--- config.mk ---
export PLATFORM = sky130hd
export DESIGN_NAME = detector_jogada
export DESIGN_NICKNAME = d
export VERILOG_FILES = /design/src/rtl/detector_jogada_pkg.sv /design/src/rtl/detector_jogada_sincronizador.sv /design/src/rtl/detector_jogada.sv
export SDC_FILE = /design/constraint.sdc
export NUM_CORES = 1
export LEC_CHECK = 0
export CAP_MARGIN = 20
export CORE_MARGIN = 8
export CORE_UTILIZATION = 55
export CTS_BUF_LIST = sky130_fd_sc_hd__clkbuf_8
export DETAILED_ROUTE_END_ITERATION = 12
export GPL_TIMING_DRIVEN = 0
export HOLD_SLACK_MARGIN = 0.15
export PLACE_DENSITY_LB_ADDON = 0.3
export SYNTH_ARGS = -nofsm -noshare
export SYNTH_HDL_FRONTEND = slang
export SYNTH_SLANG_ARGS = --single-unit
--- constraint.sdc ---
create_clock -name clock -period 4.4 [get_ports clock]
set_input_delay 1.1 -clock clock [delete_from_list [all_inputs] [get_ports clock]]
set_output_delay 1.1 -clock clock [all_outputs]
set_load 0.01 [all_outputs]
--- src/rtl/detector_jogada_pkg.sv ---
// Shared types and helpers for the player push-button detector.
package detector_jogada_pkg;

  // FSM states; the encoding is exported unchanged on db_estado.
  typedef enum logic [1:0] {
    ESPERA_SOLTA = 2'd0,  // waiting for every button to be released
    OCIOSO       = 2'd1,  // idle, ready for a new press
    FILTRA       = 2'd2,  // debouncing a candidate press
    EMITE        = 2'd3   // one-cycle play strobe
  } estado_t;

  // Widest button vector the one_hot helper accepts.
  localparam int MAX_BOTOES = 32;

  // True when exactly one bit of vec is set.
  function automatic logic one_hot(input logic [MAX_BOTOES-1:0] vec);
    logic [5:0] pop;
    pop = '0;
    for (int i = 0; i < MAX_BOTOES; i++) begin
      pop = pop + 6'(vec[i]);
    end
    return pop == 6'd1;
  endfunction

endpackage

--- src/rtl/detector_jogada_sincronizador.sv ---
// Two-flop synchroniser bringing the raw buttons into the clock domain.
module sincronizador #(
  parameter int WIDTH = 4
) (
  input  logic             clock,
  input  logic             reset,
  input  logic [WIDTH-1:0] d,
  output logic [WIDTH-1:0] q
);

  logic [WIDTH-1:0] meta_q, meta_d;
  logic [WIDTH-1:0] sync_q, sync_d;

  // Shift chain: first stage may go metastable, second stage is the clean copy.
  always_comb begin
    meta_d = d;
    sync_d = meta_q;
  end

  // Stage registers, cleared by the synchronous reset.
  // NOTE: sequential state uses non-blocking assignments so every flop samples pre-edge values.
  always_ff @(posedge clock) begin
    if (reset) begin
      meta_q <= '0;
      sync_q <= '0;
    end else begin
      meta_q <= meta_d;
      sync_q <= sync_d;
    end
  end

  assign q = sync_q;

endmodule

--- src/rtl/detector_jogada.sv ---
// Push-button conditioner: synchronises, debounces, rejects chords and
// waits for release, producing a one-cycle play strobe and a held one-hot code.
module detector_jogada
  import detector_jogada_pkg::*;
#(
  parameter int N_BOTOES = 4,
  parameter int DEBOUNCE = 4
) (
  input  logic                clock,
  input  logic                reset,
  input  logic [N_BOTOES-1:0] botoes,
  input  logic                habilita,
  output logic                fez_jogada,
  output logic [N_BOTOES-1:0] jogada,
  output logic                erro_multipla,
  output logic [1:0]          db_estado
);

  localparam int CNT_W = $clog2(DEBOUNCE);

  logic [N_BOTOES-1:0] s;

  estado_t             estado_q, estado_d;
  logic [CNT_W-1:0]    cnt_q, cnt_d;
  logic [N_BOTOES-1:0] cand_q, cand_d;
  logic [N_BOTOES-1:0] jogada_q, jogada_d;
  logic                erro_q, erro_d;

  logic                cnt_max;
  logic                cand_valida;

  sincronizador #(
    .WIDTH (N_BOTOES)
  ) u_sinc (
    .clock (clock),
    .reset (reset),
    .d     (botoes),
    .q     (s)
  );

  assign cnt_max     = (cnt_q == CNT_W'(DEBOUNCE - 1));
  assign cand_valida = one_hot(MAX_BOTOES'(cand_q));

  // Next-state, counter, candidate and registered-output logic.
  // NOTE: every signal gets a default first so no path leaves it unassigned (no latches).
  always_comb begin
    estado_d = estado_q;
    cnt_d    = cnt_q;
    cand_d   = cand_q;
    jogada_d = jogada_q;
    erro_d   = 1'b0;

    case (estado_q)
      ESPERA_SOLTA: begin
        // Any pressed button restarts the release filter.
        if (s != '0) begin
          cnt_d = '0;
        end else if (cnt_max) begin
          estado_d = OCIOSO;
          cnt_d    = '0;
        end else begin
          cnt_d = cnt_q + CNT_W'(1);
        end
      end

      OCIOSO: begin
        // Presses made while disabled stay in s and are picked up once enabled.
        if (habilita && (s != '0)) begin
          cand_d   = s;
          cnt_d    = '0;
          estado_d = FILTRA;
        end
      end

      FILTRA: begin
        if (!habilita || (s != cand_q)) begin
          // Bounce, chord change or loss of enable: restart from idle.
          estado_d = OCIOSO;
          cnt_d    = '0;
        end else if (cnt_max) begin
          cnt_d = '0;
          if (cand_valida) begin
            jogada_d = cand_q;
            estado_d = EMITE;
          end else begin
            erro_d   = 1'b1;
            estado_d = ESPERA_SOLTA;
          end
        end else begin
          cnt_d = cnt_q + CNT_W'(1);
        end
      end

      EMITE: begin
        estado_d = ESPERA_SOLTA;
        cnt_d    = '0;
      end

      default: begin
        estado_d = ESPERA_SOLTA;
        cnt_d    = '0;
      end
    endcase
  end

  // State and datapath registers with synchronous reset.
  always_ff @(posedge clock) begin
    if (reset) begin
      estado_q <= ESPERA_SOLTA;
      cnt_q    <= '0;
      cand_q   <= '0;
      jogada_q <= '0;
      erro_q   <= 1'b0;
    end else begin
      estado_q <= estado_d;
      cnt_q    <= cnt_d;
      cand_q   <= cand_d;
      jogada_q <= jogada_d;
      erro_q   <= erro_d;
    end
  end

  // Moore outputs decoded straight from registers.
  assign fez_jogada    = (estado_q == EMITE);
  assign erro_multipla = erro_q;
  assign jogada        = jogada_q;
  assign db_estado     = estado_q;

endmodule

# Word-level counts from Yosys, hierarchy flattened
# Index checks and enable logic that the tools add are counted.
dict set report classes {
  bitwise 3
  eq_ne 10
  reduce_logical 9
  add_sub_neg 4
  n_mux 13
}
# operator n
set ops {}
lappend ops {{2-to-1 mux 2 bit} 10}
lappend ops {{one-hot mux 2 bit (4 select lines)} 2}
lappend ops {{AND reduction 4 bit} 2}
lappend ops {{== test 2 bit, second input constant} 3}
lappend ops {{inequality test 2 bit, second input constant} 3}
lappend ops {{adder 3 x 1 -> 4 bit} 1}
lappend ops {{== test 4 x 1 -> 1 bit, second input constant} 1}
lappend ops {{inequality test 4 bit} 1}
lappend ops {{nonzero test 4 bit} 1}
lappend ops {{OR reduction 4 bit} 1}
lappend ops {{adder 2 x 1 -> 3 bit} 1}
lappend ops {{inequality test 3 bit, second input constant} 1}
lappend ops {{inverter 1 bit} 3}
lappend ops {{adder 1 x 1 -> 2 bit} 1}
lappend ops {{adder 2 x 1 -> 2 bit, second input constant} 1}
lappend ops {{== test 2 x 1 -> 1 bit, second input constant} 1}
lappend ops {{zero test 2 bit} 1}
lappend ops {{AND reduction 2 bit} 1}
lappend ops {{logical AND 1 bit} 1}
lappend ops {{zero test 1 bit} 1}
lappend ops {{logical OR 1 bit} 1}
lappend ops {{2-to-1 mux 1 bit} 1}
dict set report totals {
  ff_bits 21
  output_inout_bits 8
  elab_cells 46
}

# Logic depth before layout (Yosys ltp)
# Gate-level depths: netlist of run 1.
dict set report depth {
  ltp_word 8
  ltp_mapped 9
  ltp_nobuf 9
}

# By module
# From an unflattened synthesis of run 1, not the netlist that was laid out.
dict set report hier_totals {
  cells_unflattened 99
  hier_area_um2 950.9
}
# module seq_area_each_um2 area_each_um2 cells_per_inst n_inst
set by_module_without_submodules {}
lappend by_module_without_submodules {detector_jogada 260.2 740.7 83 1}
lappend by_module_without_submodules {sincronizador 160.2 210.2 16 1}

# Worst setup path after synthesis of run 1
# Ideal clock, no wire load.
dict set report synth_timing {
  path_kind {register -> register}
  startpoint {register cand_q[0]}
  endpoint {register jogada_q[0], in the netlist jogada[0]}
  setup_ns 0.070
  setup_slack_ns 1.994
  stages_incl_launch_ff 10
  t_arrival_ns 2.335
  n_path_buf 0
  synth_period_minus_slack_ns 2.406
  t_required_ns 4.330
  path_cell_list {dfxtp_1 > inv_1 > fa_1 > inv_1 > ha_1 > ha_1 > nor2_1 > nand4_4 > or4_1 > a21oi_1}
}
dict set report synth_between {
  elab_chain_len 5
  word_cells_on_any_way 8
  cone_classes {3 x add/sub; 2 x eq/ne; 1 x bitwise; 2 x reduce/logical}
}
# element line_no
set synth_rtl {}
lappend synth_rtl {{start, declared} detector_jogada.sv:25} ;# logic [N_BOTOES-1:0] cand_q, cand_d;
lappend synth_rtl {{start signal, assigned} detector_jogada.sv:117} ;# cand_q <= cand_d;
lappend synth_rtl {{adder 1 x 1 -> 2 bit} detector_jogada_pkg.sv:20} ;# pop = pop + 6'(vec[i]);
lappend synth_rtl {{adder 2 x 1 -> 3 bit} detector_jogada_pkg.sv:20}
lappend synth_rtl {{adder 3 x 1 -> 4 bit} detector_jogada_pkg.sv:20}
lappend synth_rtl {{== test 4 x 1 -> 1 bit} detector_jogada_pkg.sv:22} ;# return pop == 6'd1;
lappend synth_rtl {{AND reduction 4 bit (no line)} -}
lappend synth_rtl {{end signal, assigned} detector_jogada.sv:118} ;# jogada_q <= jogada_d;
lappend synth_rtl {{end, declared} detector_jogada.sv:26} ;# logic [N_BOTOES-1:0] jogada_q, jogada_d;
# Parallel ways exist; a longest one is shown, timed or not.
# A chain may end at the register's enable or synchronous reset.

# Worst setup path in the final report of run 1
dict set report layout_timing {
  startpoint {register cand_q[0]}
  endpoint {register jogada_q[3], in the netlist jogada[3]}
}
dict set report layout_between {
  elab_chain_len 5
  word_cells_on_any_way 8
  cone_classes {3 x add/sub; 2 x eq/ne; 1 x bitwise; 2 x reduce/logical}
}
# element line_no
set layout_rtl {}
lappend layout_rtl {{adder 1 x 1 -> 2 bit} detector_jogada_pkg.sv:20}
lappend layout_rtl {{adder 2 x 1 -> 3 bit} detector_jogada_pkg.sv:20}
lappend layout_rtl {{adder 3 x 1 -> 4 bit} detector_jogada_pkg.sv:20}
lappend layout_rtl {{== test 4 x 1 -> 1 bit} detector_jogada_pkg.sv:22}
lappend layout_rtl {{AND reduction 4 bit (no line) (*)} -}
# Mark *: on every way between the ends. The rest lies on a longest branch, timed or not.

==> impl_results.md, run 1 <==
- Status: finished clean
- Setup-failing EPs final: 0
- Synthesis Warnings: 0
- Die Area: 3290 µm²
- Die W: between 50 and 60 µm
- Avg Inst Size Synth: 9.69 µm²
- Dpl cell area: around 1100 µm²
- Sink Count: 21
- Seq. cell area: between 400 and 500 µm²
- WL/cell: roughly 13 µm
- CTS Buf Count: 3
- # resized after CTS: 0
- Drt initial violations: 12
- Leading area contributor after synthesis: dfxtp_1
- Slack of the critical path: roughly 1.8 ns
- # DRC: 0
- Worst Setup Start Kind: flop
- Worst hold path type: flop to flop
- Critical path type: flop to flop
- RSZ-0062 raised after global routing: no
- Clock slew at reported path FFs: roughly 0.08 ns
- P&R area growth vs syn: 22.1%
- CP required: between 4 and 5 ns
- Mux contribution to synthesized area: roughly 4.3%
- Synth async-reset ratio: 0%
- Number of hold buffers added after cts: 0
- Buffers on Ports: 14
- GR Overflow Total: 0
- Post-synthesis sequential area ratio: between 40 and 50%
- H-tree levels: 1
- Fin nets: about 130
- Slew Viols, Final: 0
- Num ports: 15
- Post-CTS setup buffers: 0
- Synthesized flop and latch total: 21
- Peak supply drop: about 0.24 mV
- Commonest non-fill, non-tap cell in the layout: dfxtp_1
- Slew @ Worst Pin: 0.445 ns
- Core area: 1670 µm²
- Layout cells sized above 1: slightly below 7%
- Final instance area: between 1000 and 1500 µm²
- Most frequent cells in the layout: dfxtp_1, clkdlybuf4s50_1, inv_1, nor2b_1, nor2_1
- Xor/xnor cell area share of the yosys netlist: 3.73%
- Area share of the largest cell type after synthesis: between 40% and 50%
- Worst Path Max Fanout: 9
- Pre-CTS setup slack: approximately 1.7 ns
- Row Count: 15
- Final Skew: ~0.0014 ns
- Complex-gate fraction of the synthesized area: between 10% and 20%
- First-pass GRT wire length: just over 3000 µm
- Vias: around 750
- Met1 wire length: roughly 830 µm
- EDFF count, synth: 0
- Starting density of the core: 56.3%
- Setup TNS: 0 ns
- Largest net degree at the start of global routing: 13
- Vias in the first global route: 710
- Total wire length: roughly 1800 µm
- Power per cell area: around 310 nW/µm²
- Netlist cell types: 31
- Final hold violations: 0
- Initial antenna violation count: 0
- Die Span Y: 57.3 µm
- Final HPWL from detailed placement: roughly 1300 µm
- First-pass DRT Iterations: 5
- N_diodes: 0
- Post-Synth Simple-Gate Area: 24.9%
- Largest family of logic cells by synthesized area: simple AND/OR/NAND/NOR gates
- WP data arrival: roughly 2.8 ns
- Synth top area cells: dfxtp_1, nor2b_1, mux2i_1
- CTS tree: built
- Clock buffer depth: 2
- Syn_nets: roughly 110
- Number of max-cap violations: 0
- Crit end category: flop
- Crit path time final: about 2.6 ns
- Max Clock Freq: roughly 0.39 GHz
- Total track usage: between 10% and 20%
- Post-route ant nets: 0
- Post-synth top flop: dfxtp_1
- Static Leak: 0.422 nW
- Highest metal used: met4
- Fillcell total: roughly 130
- WL met2: about 830 µm
- Post-Synthesis Cells: 97
- DR WL met3: 66 µm
- Adder-Cell Fraction of Synth Area: slightly above 6%
- DR vias/cell: approximately 5.7
- CTS root buf: clkbuf_8
- Multi-input gate area: roughly 480 µm²
- Hold_ws: approximately 0.44 ns
- Worst-Skew Late Latency: around 0.26 ns
- Max-Slew Margin vs Limit: 70.4%
- RD Place Congestion: about 0.82
- Tcrit/Tclk final: 58.6%
- Synthesized area: 940 µm²
==> registers in the layout (all words and copies together) (netlist names) <==
| signal | cells |
|---|---|
| jogada | 4 |
| cand_q | 4 |
| u_sinc.q | 4 |
| cnt_q | 2 |
| u_sinc.meta_q | 4 |
| erro_multipla | 1 |
| db_estado | 2 |
==> cells by family after synthesis <==
family                   count (synthesis)
XOR/XNOR                                 4
buffers and inverters                   11
adder cells (fa/ha/maj)                  4
multiplexers                             4
AND/OR/NAND/NOR                         37
flip-flops                              21
AO/OA/AOI/OAI                           16
==> routing by layer <==
| layer | global-route usage [%] | vias to the layer above |
|---|---|---|
| met5 | 0 | - |
| met4 | 7.50 | 0 |
| met3 | 3.36 | 5 |
| met2 | 18.8 | 14 |
| met1 | 13.0 | 354 |
| li1 | - | 381 |
==> Yosys cell counts (2+ instances only) <==
cell type  number
clkbuf_1        2
nor4b_1         2
xnor2_1         4
o21ai_1         2
ha_1            3
mux2i_1         4
or4_1           4
o31ai_1         4
nor2_1          7
inv_1           8
dfxtp_1        21
a21oi_1         5
nand2_1         6
nor2b_1         8
==> power by group <==
part,switching [mW],internal (mW)
combinational,0.0144,0.0135
clock,0.0640,0.0632
sequential,0.00352,0.195
==> stage by stage <==
step | instances | utilization [%] | power (mW)
after detailed placement | 128 | 65.9 | 0.231
after CTS | 132 | 68.7 | 0.356
after floorplan | 97 | - | 0.220
after global placement | 128 | 65.9 | 0.230
after global routing | 132 | 68.7 | 0.367
final | 132 | 68.7 | 0.354
==> final timing paths <==
kind                                from                endpoint  slack, ns  depth (start not counted)
max               cand_q[0]$_SDFFE_PP0P_  jogada[3]$_SDFFE_PP0P_       1.82                          9
min          u_sinc.meta_q[3]$_SDFF_PP0_  u_sinc.q[3]$_SDFF_PP0_       0.44                          1
max reg2reg       cand_q[0]$_SDFFE_PP0P_  jogada[3]$_SDFFE_PP0P_       1.82                          9
min reg2reg  u_sinc.meta_q[3]$_SDFF_PP0_  u_sinc.q[3]$_SDFF_PP0_       0.44                          1
==> worst max-delay path: stages, from the launching register on <==
cell,delay (ns)
dfxtp_1,0.37
inv_1,0.08
fa_1,0.54
inv_1,0.04
ha_1,0.17
ha_1,0.27
nor2_1,0.21
nand4_4,0.19
or4_1,0.50
a21oi_1,0.13
==> final cells by class <==
class,instances,area share (%)
Clock inverter,1,0.436
Multi-Input combinational cell,65,41.5
Inverter,8,2.62
Clock buffer,3,3.60
Timing Repair Buffer,14,12.2
Tap cell,17,1.85
Buffer,3,1.09
Sequential cell,21,36.6
No activity file was read; power rests on OpenSTA's default activity.
==> run 2, diff against run 1 <==
--- a/config.mk
+++ b/config.mk
@@ -7,7 +7,7 @@
 export LEC_CHECK = 0
 export CAP_MARGIN = 20
 export CORE_MARGIN = 8
-export CORE_UTILIZATION = 55
+export CORE_UTILIZATION = 49
 export CTS_BUF_LIST = sky130_fd_sc_hd__clkbuf_8
 export DETAILED_ROUTE_END_ITERATION = 12
 export GPL_TIMING_DRIVEN = 0
==> constraint.sdc (replaced) <==
create_clock -name clock -period 2.1 [get_ports clock]
set_input_delay 0.525 -clock clock [delete_from_list [all_inputs] [get_ports clock]]
set_output_delay 0.525 -clock clock [all_outputs]
set_load 0.01 [all_outputs]
==> run 2 against run 1 <==
Net effect: the flow now finishes with violations (setup timing); via count increased by 5.2%; clock skew is 0.0043 ns higher; global-route usage grew 0.77 points; die area is 8.7% higher; critical path depth stayed put; clock power grew 110%; wire length is 9.9% higher; sequential cell count unchanged; combinational power increased by 120%; first-iteration DRC count rose by 42%; worst hold slack lost 0.00063 ns; utilization is 2.8 points lower.
==> impl_results.md, run 2 (synthesis gave the netlist of run 1 again) <==
- Status: finished, violations left
- Failing checks: setup timing
- Sink Count: 21 (unchanged)
- Tcrit/Tclk final: 110% (+52 points)
- Final HPWL from detailed placement: 1400 µm (+6.9%)
- RSZ-0062 raised after global routing: yes
- WP data arrival: 2.50 ns (-0.27 ns)
- Die Area: 3570 µm² (+8.7%)
- Number of hold buffers added after cts: 0 (unchanged)
- Worst Path Max Fanout: 7 (-2)
- GR Overflow Total: 0 (unchanged)
- Total track usage: 12.4% (+0.77 points)
- Buf/Inv on CP: 2 (unchanged)
- Vias: 793 (+5.2%)
- Total wire length: 1950 µm (+9.9%)
- Buffers on Ports: 14 (unchanged)
- Fin cells: 147 (+11%)
- P&R area growth vs syn: 32.0%
- Pre-CTS setup slack: -0.326 ns (-2.06 ns)
- CTS tree: built
- Slew @ Worst Pin: 0.443 ns (-0.00145 ns)
- H-tree levels: 1 (unchanged)
- Worst-Skew Late Latency: 0.26 ns (about the same)
- Fin nets: 132 (+3.9%)
- Final hold violations: 0 (unchanged)
- CP top delay family: adder cells
- Critical-path top delay cell: fa_1
- CTS Buf Count: 3 (unchanged)
- Die W: 59.8 µm (+4.3%)
- Max-Slew Margin vs Limit: 70.0% (-0.32 points)
- # DRC: 0 (unchanged)
- Commonest non-fill, non-tap cell in the layout: dfxtp_1
- Power per cell area: 595 nW/µm² (+93%)
- Row Count: 16 (+1)
- Crit end category: flop
- Most frequent cells in the layout: dfxtp_1, clkdlybuf4s50_1, nor2b_1
- Slack of the critical path: -0.215 ns (-2.04 ns)
- Post-route ant nets: 0 (unchanged)
- Layout cells sized above 1: 19.2% (+12 points)
- First-pass DRT Iterations: 4 (-1)
- Num ports: 15 (unchanged)
- Die Span Y: 59.8 µm (+4.3%)
- Core area: 1880 µm² (+13%)
- Setup TNS: -0.931 ns (-0.931 ns)
- CTS root buf: clkbuf_8
- Starting density of the core: 49.9% (-6.3 points)
- RD Place Congestion: 0.786 (-3.9%)
- N_diodes: 0 (unchanged)
- First-pass GRT wire length: 3360 µm (+10%)
- Setup-failing EPs final: 5 (+5)
- Static Leak: 0.444 nW (+5.1%)
- Drt initial violations: 17 (+5)
- WL/cell: 13.3 µm (-1.3%)
- CP cell instances: inv_2, fa_1, inv_2, ha_4, ha_4, nor2_4, nand4_4, or4_1, a21oi_1
- Initial antenna violation count: 0 (unchanged)
- CP required: 2.29 ns (-2.31 ns)
- Slew Viols, Final: 0 (unchanged)
- Final Skew: 0.00570 ns (+0.00427 ns)
- Vias in the first global route: 778 (+9.6%)
- Clock slew at reported path FFs: 0.07 ns (about the same)
- Critical path type: flop to flop
- Worst Setup Start Kind: flop
- Worst hold path type: flop to flop
- Crit path time final: 2.32 ns (-0.262 ns)
- DR vias/cell: 5.39 (-5.6%)
- Hold_ws: 0.436 ns (-0.000629 ns)
- Placed cells: 138 (+7.8%)
- Peak supply drop: 0.500 mV (+110%)
- Largest net degree at the start of global routing: 13 (unchanged)
- Max Clock Freq: 0.432 GHz (+11%)
- Clock buffer depth: 2 (unchanged)
- CP peak stage delay: 0.54 ns (about the same)
- Number of max-cap violations: 0 (unchanged)
-- run 2: cell type report --
type	count	area [µm²]
Clock inverter	1	5.00
Fill cell	177	642
Clock buffer	3	41.3
Buffer	3	12.5
Sequential cell	21	424
Multi-Input combinational cell	65	515
Tap cell	27	33.8
Timing Repair Buffer	19	178
Inverter	8	30.0
-- run 2: worst paths after layout --
kind,from,endpoint,slack [ns],cells past startpoint
worst min register to register,u_sinc.meta_q[3]$_SDFF_PP0_,u_sinc.q[3]$_SDFF_PP0_,0.44,1
worst min-delay path,u_sinc.meta_q[3]$_SDFF_PP0_,u_sinc.q[3]$_SDFF_PP0_,0.44,1
worst max register to register,cand_q[3]$_SDFFE_PP0P_,jogada[0]$_SDFFE_PP0P_,-0.22,9
worst max-delay path,cand_q[3]$_SDFFE_PP0P_,jogada[0]$_SDFFE_PP0P_,-0.22,9
-- run 2: per-stage QoR --
step	instance area [µm²]	total power [mW]	utilization [%]
after detailed placement	1140	0.485	60.6
after global placement	1140	0.482	60.6
after global routing	1240	0.769	65.9
final	1240	0.738	65.9
after floorplan	966	0.461	-
after CTS	1240	0.744	65.9
-- run 2: repair_timing --
action,4_1_cts,5_1_grt
resized for setup,3,0
buffers inserted,5,0
setup endpoints to repair,5,5
pin swaps,7,1
-- run 2: power breakdown --
part           switching (mW)  internal [mW]
logic                  0.0317         0.0284
clock network           0.129          0.132
registers             0.00756          0.409
-- run 2: routing by layer --
metal  track usage, %  wire length, µm  vias up
li1                 -                -      389
met1             13.5              835      382
met2             21.8             1010       20
met3             2.58               86        2
met4             6.46               13        0
met5                0                0        -
